===== src/rtl/seq_csa_add64_ctrl.sv =====
// Multi-cycle WIDTH-bit adder that reuses one 16-bit carry-select slice over WIDTH/16 passes.
// Define SEQ_CSA_OVF_EN to add the registered signed-overflow output.
module seq_csa_add64_ctrl #(
  parameter int unsigned WIDTH = 64
) (
  input  logic             clk,
  input  logic             rst_n,
  input  logic             in_valid,
  output logic             in_ready,
  input  logic [WIDTH-1:0] a,
  input  logic [WIDTH-1:0] b,
  input  logic             carry_in,
  output logic             out_valid,
  input  logic             out_ready,
  output logic [WIDTH-1:0] sum,
  output logic             carry_out,
`ifdef SEQ_CSA_OVF_EN
  output logic             overflow,
`endif
  output logic             busy
);

  localparam int unsigned NSLICE = WIDTH / 16;
  localparam int unsigned IdxW   = (NSLICE > 1) ? $clog2(NSLICE) : 1;

  typedef enum logic [1:0] {StIdle, StRun, StDone} state_e;

  state_e           state_q, state_d;
  logic [IdxW-1:0]  idx_q, idx_d;
  logic [WIDTH-1:0] a_q, a_d, b_q, b_d, sum_q, sum_d;
  logic             cy_q, cy_d, cout_q, cout_d, ovf_q, ovf_d;
  logic             ready_q, ready_d, valid_q, valid_d, busy_q, busy_d;

  // Shared slice: 8-bit ripple low half, high half precomputed for both carries.
  logic [15:0] sl_a, sl_b, sl_sum;
  logic [8:0]  lo, hi0, hi1;
  logic        sl_cout;

  always_comb begin
    sl_a    = a_q[16*idx_q +: 16];
    sl_b    = b_q[16*idx_q +: 16];
    lo      = {1'b0, sl_a[7:0]} + {1'b0, sl_b[7:0]} + {8'd0, cy_q};
    hi0     = {1'b0, sl_a[15:8]} + {1'b0, sl_b[15:8]};
    hi1     = {1'b0, sl_a[15:8]} + {1'b0, sl_b[15:8]} + 9'd1;
    sl_sum  = lo[8] ? {hi1[7:0], lo[7:0]} : {hi0[7:0], lo[7:0]};
    sl_cout = lo[8] ? hi1[8] : hi0[8];
  end

  always_comb begin
    state_d = state_q;
    idx_d   = idx_q;
    a_d     = a_q;
    b_d     = b_q;
    sum_d   = sum_q;
    cy_d    = cy_q;
    cout_d  = cout_q;
    ovf_d   = ovf_q;
    case (state_q)
      StIdle: begin
        if (in_valid && ready_q) begin
          a_d     = a;
          b_d     = b;
          cy_d    = carry_in;
          idx_d   = '0;
          state_d = StRun;
        end
      end
      StRun: begin
        sum_d[16*idx_q +: 16] = sl_sum;
        cy_d  = sl_cout;
        idx_d = idx_q + IdxW'(1);
        if (idx_q == IdxW'(NSLICE - 1)) begin
          cout_d  = sl_cout;
          // Carry into the MSB is recovered from the MSB sum bit.
          ovf_d   = a_q[WIDTH-1] ^ b_q[WIDTH-1] ^ sl_sum[15] ^ sl_cout;
          idx_d   = '0;
          state_d = StDone;
        end
      end
      StDone: begin
        if (out_ready) state_d = StIdle;
      end
      default: state_d = StIdle;
    endcase
    // Handshake outputs are registered copies of the next-state decode.
    ready_d = (state_d == StIdle);
    valid_d = (state_d == StDone);
    busy_d  = (state_d != StIdle);
  end

  always_ff @(posedge clk or negedge rst_n) begin
    if (!rst_n) begin
      state_q <= StIdle;
      idx_q   <= '0;
      a_q     <= '0;
      b_q     <= '0;
      sum_q   <= '0;
      cy_q    <= 1'b0;
      cout_q  <= 1'b0;
      ovf_q   <= 1'b0;
      ready_q <= 1'b0;
      valid_q <= 1'b0;
      busy_q  <= 1'b0;
    end else begin
      state_q <= state_d;
      idx_q   <= idx_d;
      a_q     <= a_d;
      b_q     <= b_d;
      sum_q   <= sum_d;
      cy_q    <= cy_d;
      cout_q  <= cout_d;
      ovf_q   <= ovf_d;
      ready_q <= ready_d;
      valid_q <= valid_d;
      busy_q  <= busy_d;
    end
  end

  assign in_ready  = ready_q;
  assign out_valid = valid_q;
  assign busy      = busy_q;
  assign sum       = sum_q;
  assign carry_out = cout_q;
`ifdef SEQ_CSA_OVF_EN
  assign overflow  = ovf_q;
`else
  logic unused_ovf;
  assign unused_ovf = ovf_q;
`endif

endmodule

===== config.mk =====
export PLATFORM = sky130hd
export DESIGN_NAME = seq_csa_add64_ctrl
export DESIGN_NICKNAME = d
export VERILOG_FILES = /design/src/rtl/seq_csa_add64_ctrl.sv
export SDC_FILE = /design/constraint.sdc
export NUM_CORES = 1
export LEC_CHECK = 0
export ABC_AREA = 1
export BUFFER_PORTS_ARGS = -buffer_cell sky130_fd_sc_hd__buf_2
export CORE_MARGIN = 2
export CORE_UTILIZATION = 45
export CTS_CLUSTER_DIAMETER = 40
export DETAILED_ROUTE_END_ITERATION = 6
export PLACE_DENSITY = 0.66
export SLEW_MARGIN = 20
export SYNTH_ARGS = -nofsm -noshare
export SYNTH_HDL_FRONTEND = slang
export SYNTH_SLANG_ARGS = --single-unit
export TNS_END_PERCENT = 50

===== constraint.sdc =====
create_clock -name clk -period 3.59 [get_ports clk]
set_input_delay 0.359 -clock clk [delete_from_list [all_inputs] [get_ports clk]]
set_output_delay 0.359 -clock clk [all_outputs]
set_load 0.02 [all_outputs]

## Word-level counts from Yosys, hierarchy flattened

Cells that the tools add are included.

| storage, ports and cells | value |
|---|---|
| register bits after elaboration | 201 |
| input port bits | 133 |
| output and inout bits | 68 |
| logic and storage cells | 45 |

| operators by class | value |
|---|---|
| $add $sub $neg | 6 |
| equal/unequal tests | 5 |
| shift-type cells | 4 |
| multiplexer cells | 12 |
| reduce and logical (&&, ||, !) cells | 8 |

Operator list:

| operator | number |
|---|---|
| indexed part select 64 x 7 -> 16 bit | 2 |
| bitwise mux 64 bit | 1 |
| variable shift 16 x 34 -> 64 bit (first input constant) | 1 |
| indexed part select 16 x 34 -> 64 bit | 1 |
| negation 6 -> 34 bit | 1 |
| adder 8 x 8 -> 9 bit | 2 |
| two-way mux 16 bit | 1 |
| two-way mux 2 bit | 5 |
| adder 9 x 1 -> 9 bit | 1 |
| adder 9 x 1 -> 9 bit (second input constant) | 1 |
| equality test 2 bit (second input constant) | 3 |
| case mux 2 bit (3 select lines) | 1 |
| AND reduction 2 bit | 3 |
| zero test 2 bit | 2 |
| case mux 2 bit (2 select lines) | 1 |
| nonzero test 2 bit | 2 |
| adder 2 x 1 -> 2 bit (second input constant) | 1 |
| equality test 2 x 1 -> 1 bit (second input constant) | 1 |
| two-way mux 1 bit | 2 |
| inequality test 2 bit (second input constant) | 1 |
| case mux 1 bit (2 select lines) | 1 |
| logical AND 1 bit | 1 |

## Logic depth before layout (Yosys ltp)

| depth | value |
|---|---|
| word-level depth | 6 |
| depth in mapped cells | 23 |

## Least setup slack after synthesis

OpenSTA, ideal clock, no wires.

| timing | value |
|---|---|
| path type | register to register |
| start | register idx_q[0] |
| end | register sum_q[63], in the netlist sum[63] |
| library setup time | 0.117 ns |
| data arrival time | 3.026 ns |
| path slack | 0.447 ns |
| stages on the path, launching flop included | 22 |
| path buffers | 3 |
| path through | dfrtp_1 -> clkbuf_2 -> inv_1 -> buf_2 -> buf_1 -> nor2_1 -> o22ai_1 -> fa_1 -> inv_1 -> fa_1 -> inv_1 -> nand3_1 -> nand2_2 -> nand2_2 -> nand2_4 -> nand3_4 -> nor2_8 -> nand3_1 -> nand2_2 -> nor2_4 -> nand3_1 -> nand2_1 |

| on the way | value |
|---|---|
| cells in the longest elaborated chain, start to end | 6 |
| elaborated cells on any way between the ends | 11 |

Ends and longest elaborated chain:

| what | line | text |
|---|---|---|
| start: declaration | 29 | `logic [IdxW-1:0] idx_q, idx_d;` |
| start signal: assignment | 106 | `idx_q <= idx_d;` |
| indexed part select 64 x 7 -> 16 bit (on tied branches) | 40, 41 |  |
| adder 8 x 8 -> 9 bit (on tied branches) | 42, 43, 44 |  |
| adder 9 x 1 -> 9 bit (on tied branches) | 42, 44 |  |
| two-way mux 16 bit | 45 | `sl_sum = lo[8] ? {hi1[7:0], lo[7:0]} : {hi0[7:0], lo[7:0]};` |
| indexed part select 16 x 34 -> 64 bit | 69 | `sum_d[16*idx_q +: 16] = sl_sum;` |
| bitwise mux 64 bit (*) | 69 |  |
| end signal: assignment | 109 | `sum_q <= sum_d;` |
| end: declaration | 30 | `logic [WIDTH-1:0] a_q, a_d, b_q, b_d, sum_q, sum_d;` |

Every way passes the cells marked *; elsewhere a longest branch is shown, timed or not.
A chain may end at the register's enable or synchronous reset.

## Final worst setup path

| timing | value |
|---|---|
| start | register idx_q[0] |
| end | register sum_q[62], in the netlist sum[62] |

The elaborated chain is that of the path after synthesis.

==> results_dict.tcl <==
set metrics [dict create \
    rows 53 \
    vias 8498 \
    rsz0062_at_grt "no" \
    gp_congestion 0.878 \
    p_int_mw 7.44 \
    overflow 0 \
    dr.pass1.iters 4 \
    synth_common_cells "nand2_1 (531), dfrtp_1 (201), nor2_1 (79)" \
    clock_latency_ps 530 \
    cpMostUsedCell "inv_1" \
    startpoint_type "flop" \
    worstMarginPinSlew_ps 814 \
    synth-main-ff-cell "dfrtp_1" \
    pwr_density_cell_nw_per_um2 1190 \
    crit_chain "buf_12 > o21ai_0 > o22ai_1 > ha_1 > inv_1 > fa_1 > inv_1 > ha_1 > inv_1 > nor2_1 > nand3_2 > nor2_4 > xor2_2 > nand4_1 > nand2_1" \
    root_buffer "clkbuf_16" \
    seq_area_frac_synth_pct 52.3 \
    cp_slowest_cell "fa_1" \
    final_layout_size_suffix_gt1_share_pct 22.3 \
    post_cts_buffers 0 \
    synth_top_cell_by_area "dfrtp_1" \
    slew_headroom_pct 45.8 \
    grt_max_degree 130 \
    synth_warnings 0 \
    tns_ps 0 \
    power.switching_mw 6.74 \
    setup_viol 0 \
    p_leak_nw 6.44 \
    synth_seq_cells 201 \
    synth_edf_count 0 \
    place_hpwl_um 19400 \
    avgSynthCellArea_sq_um 8.12 \
    grt_pass1_vias 8196 \
    grtUsageTotal_pct 24.4 \
    critical_path_class "flop to flop" \
    dieHeight_um 150 \
    p_total_mw 14.2 \
    clock_path_buffers 3 \
    coreArea_sq_um 21000 \
    clockPowerShare_pct 20.2 \
    fillers 1976 \
    cts_tree "yes" \
    async_flop_share_pct 100 \
    fin_ws_ps 374 \
    synth_most_common_cell "nand2_1" \
    ys_top_cells_by_area "dfrtp_1 (52%), nand2_1 (21%), o21ai_0 (4.0%), nor2_1 (3.1%), ha_1 (2.9%)" \
    synth_cells 1185 \
    status "finished clean" \
    numCtsBuffers 28 \
    die_area_sq_um 22600 \
    syn_area_sq_um 9620 \
    finalInstanceArea_sq_um 11900 \
    worstPathMaxFanout 90 \
    fmax_mhz 311 \
    drc 0 \
    fin_crit_ps 3220 \
    dieWidth_um 150 \
    pin_count 201 \
    syn_to_final_growth_pct 23.5 \
    pwr-share-seq_pct 26.3 \
    hold_violations 0 \
    placed_area_sq_um 10900 \
    drt_iter0_markers 484 \
    port_buffers 200 \
    critPathRequiredTime_ps 4050 \
    critPathArrivalTime_ps 3670 \
    p_sw_share_pct 47.5 \
    path_clk_slew_ps 50 \
    initial_utilization_pct 45.8 \
    num-nets-final 1529 \
    viasPerCell 5.09 \
    end_kind "flop" \
    synth.distinct_cells 42 \
    cts_resized 0 \
    hold_path_class "input pin to flop" \
    pre_cts_ws_ps 414 \
    detail_route.wl_per_cell_um 16.3 \
    clkSinkCount 201 \
    max-vdd-ir-drop_v 0.000591 \
    htreeDepth 1 \
    synth_top_area_share_pct 52.3 \
    drv_slew 0 \
    grt_pass1_wl_um 43300 \
    finClkSkew_ps 17.2 \
    antenna_found_initial 1 \
    fin_crit_sh_pct 89.6 \
    ant_nets 0 \
    maxCapViolCount 0 \
    max_stage_delay_ps 480 \
    p_comb_share_pct 53.4 \
    synth_nets 1343 \
    postRouteWirelength_um 27200 \
]
## worst paths after layout
kind | startpoint | end | slack (ps) | cells past startpoint
setup / recovery | idx_q[0] | sum[62] | 370 | 15
hold / removal | a[50] | a_q[50] | 30 | 3
setup reg to reg | idx_q[0] | sum[62] | 370 | 15
hold reg to reg | a_q[27] | a_q[27] | 460 | 2
max in group asynchronous | rst_n | sum[43] | 2190 | 3
min in group asynchronous | rst_n | sum[48] | 440 | 2
## per-layer routing
| metal | vias to the layer above | wire length [um] | GRT usage (%) |
|---|---|---|---|
| met4 | 0 | 354 | 5.24 |
| met5 | - | 0 | 0 |
| li1 | 4163 | - | - |
| met2 | 277 | 13000 | 40.3 |
| met3 | 27 | 1650 | 3.76 |
| met1 | 4031 | 12100 | 34.5 |
## cells by family after synthesis
logic type | synth area share, %
and+or+nand+nor | 28.8
DFF | 52.3
buffers and inverters | 4.75
AOI/OAI and AO/OA | 9.43
adders and majority gates | 3.49
xor gates and xnor gates | 1.25
## placed cells by master (no fill, tap or decap), types with 3 or more instances in the layout
cell        count
buf_4          13
nand2_2        15
clkbuf_16      29
inv_2           7
inv_6           3
nor2_4          5
fa_1            3
nor2_1         79
inv_1          44
nand2_1       531
nand4_1         6
clkinv_4        3
o21ai_1        19
xor2_1          5
a32oi_1         4
nor2_2          3
dfrtp_1       200
a21oi_1        12
clkbuf_8        3
bufinv_16       4
o22ai_1        28
xnor2_1         5
nand2_4         3
ha_1           22
buf_2         199
o21ai_0        76
nand3_1        23
clkinvlp_4      7
a22o_1         13
## power by group through the flow
| stage | combinational [mW] | sequential (mW) | clock (mW) |
|---|---|---|---|
| final | 7.58 | 3.73 | 2.87 |
| after global routing | 8.51 | 3.83 | 3.01 |
| after CTS | 7.57 | 3.73 | 2.90 |
| after detailed placement | 7.51 | 3.75 | 0 |
| after global placement | 7.36 | 3.75 | 0 |
| after floorplan | 5.28 | 3.82 | 0 |
## sequential cells by signal, summed over array words and instances, names as in the netlist
name and cells:
state_q 2, cy_q 1, sum 64, carry_out 1, in_ready 1, idx_q 2
busy 1, a_q 64, b_q 64, out_valid 1
## final cells by class
class | count | area [sq um] | area share [%]
antenna | 1 | 2.50 | 0.0211
clock buffer | 33 | 761 | 6.41
clock inverter | 18 | 230 | 1.94
tap | 275 | 344 | 2.90
multi-input combinational | 870 | 4140 | 34.8
inverter | 53 | 201 | 1.70
sequential | 201 | 5030 | 42.4
timing repair buffer | 217 | 1170 | 9.84
## critical path: cells and delay by family (launching register included)
family	cells	cell delay, ps
flops	1	390
simple gates	5	670
xor+xnor	1	250
compound gates	2	400
buf+inv	4	540
fa+ha+maj	3	870
## through the flow
step	hold WS (ps)	std cells	util, %
finish	27.7	1668	56.5
global route	33.4	1667	56.5
CTS	24.9	1667	56.5
detailed placement	453	1615	51.7
global placement	449	1615	51.7
floorplan	63.4	1185	-
## timing repair
action | in CTS | in global routing
endpoints found under the setup margin | 0 | 0
hold buffers | 1 | 0
endpoints found under the hold margin | 88 | 0
No activity file was read; power rests on OpenSTA's default activity.
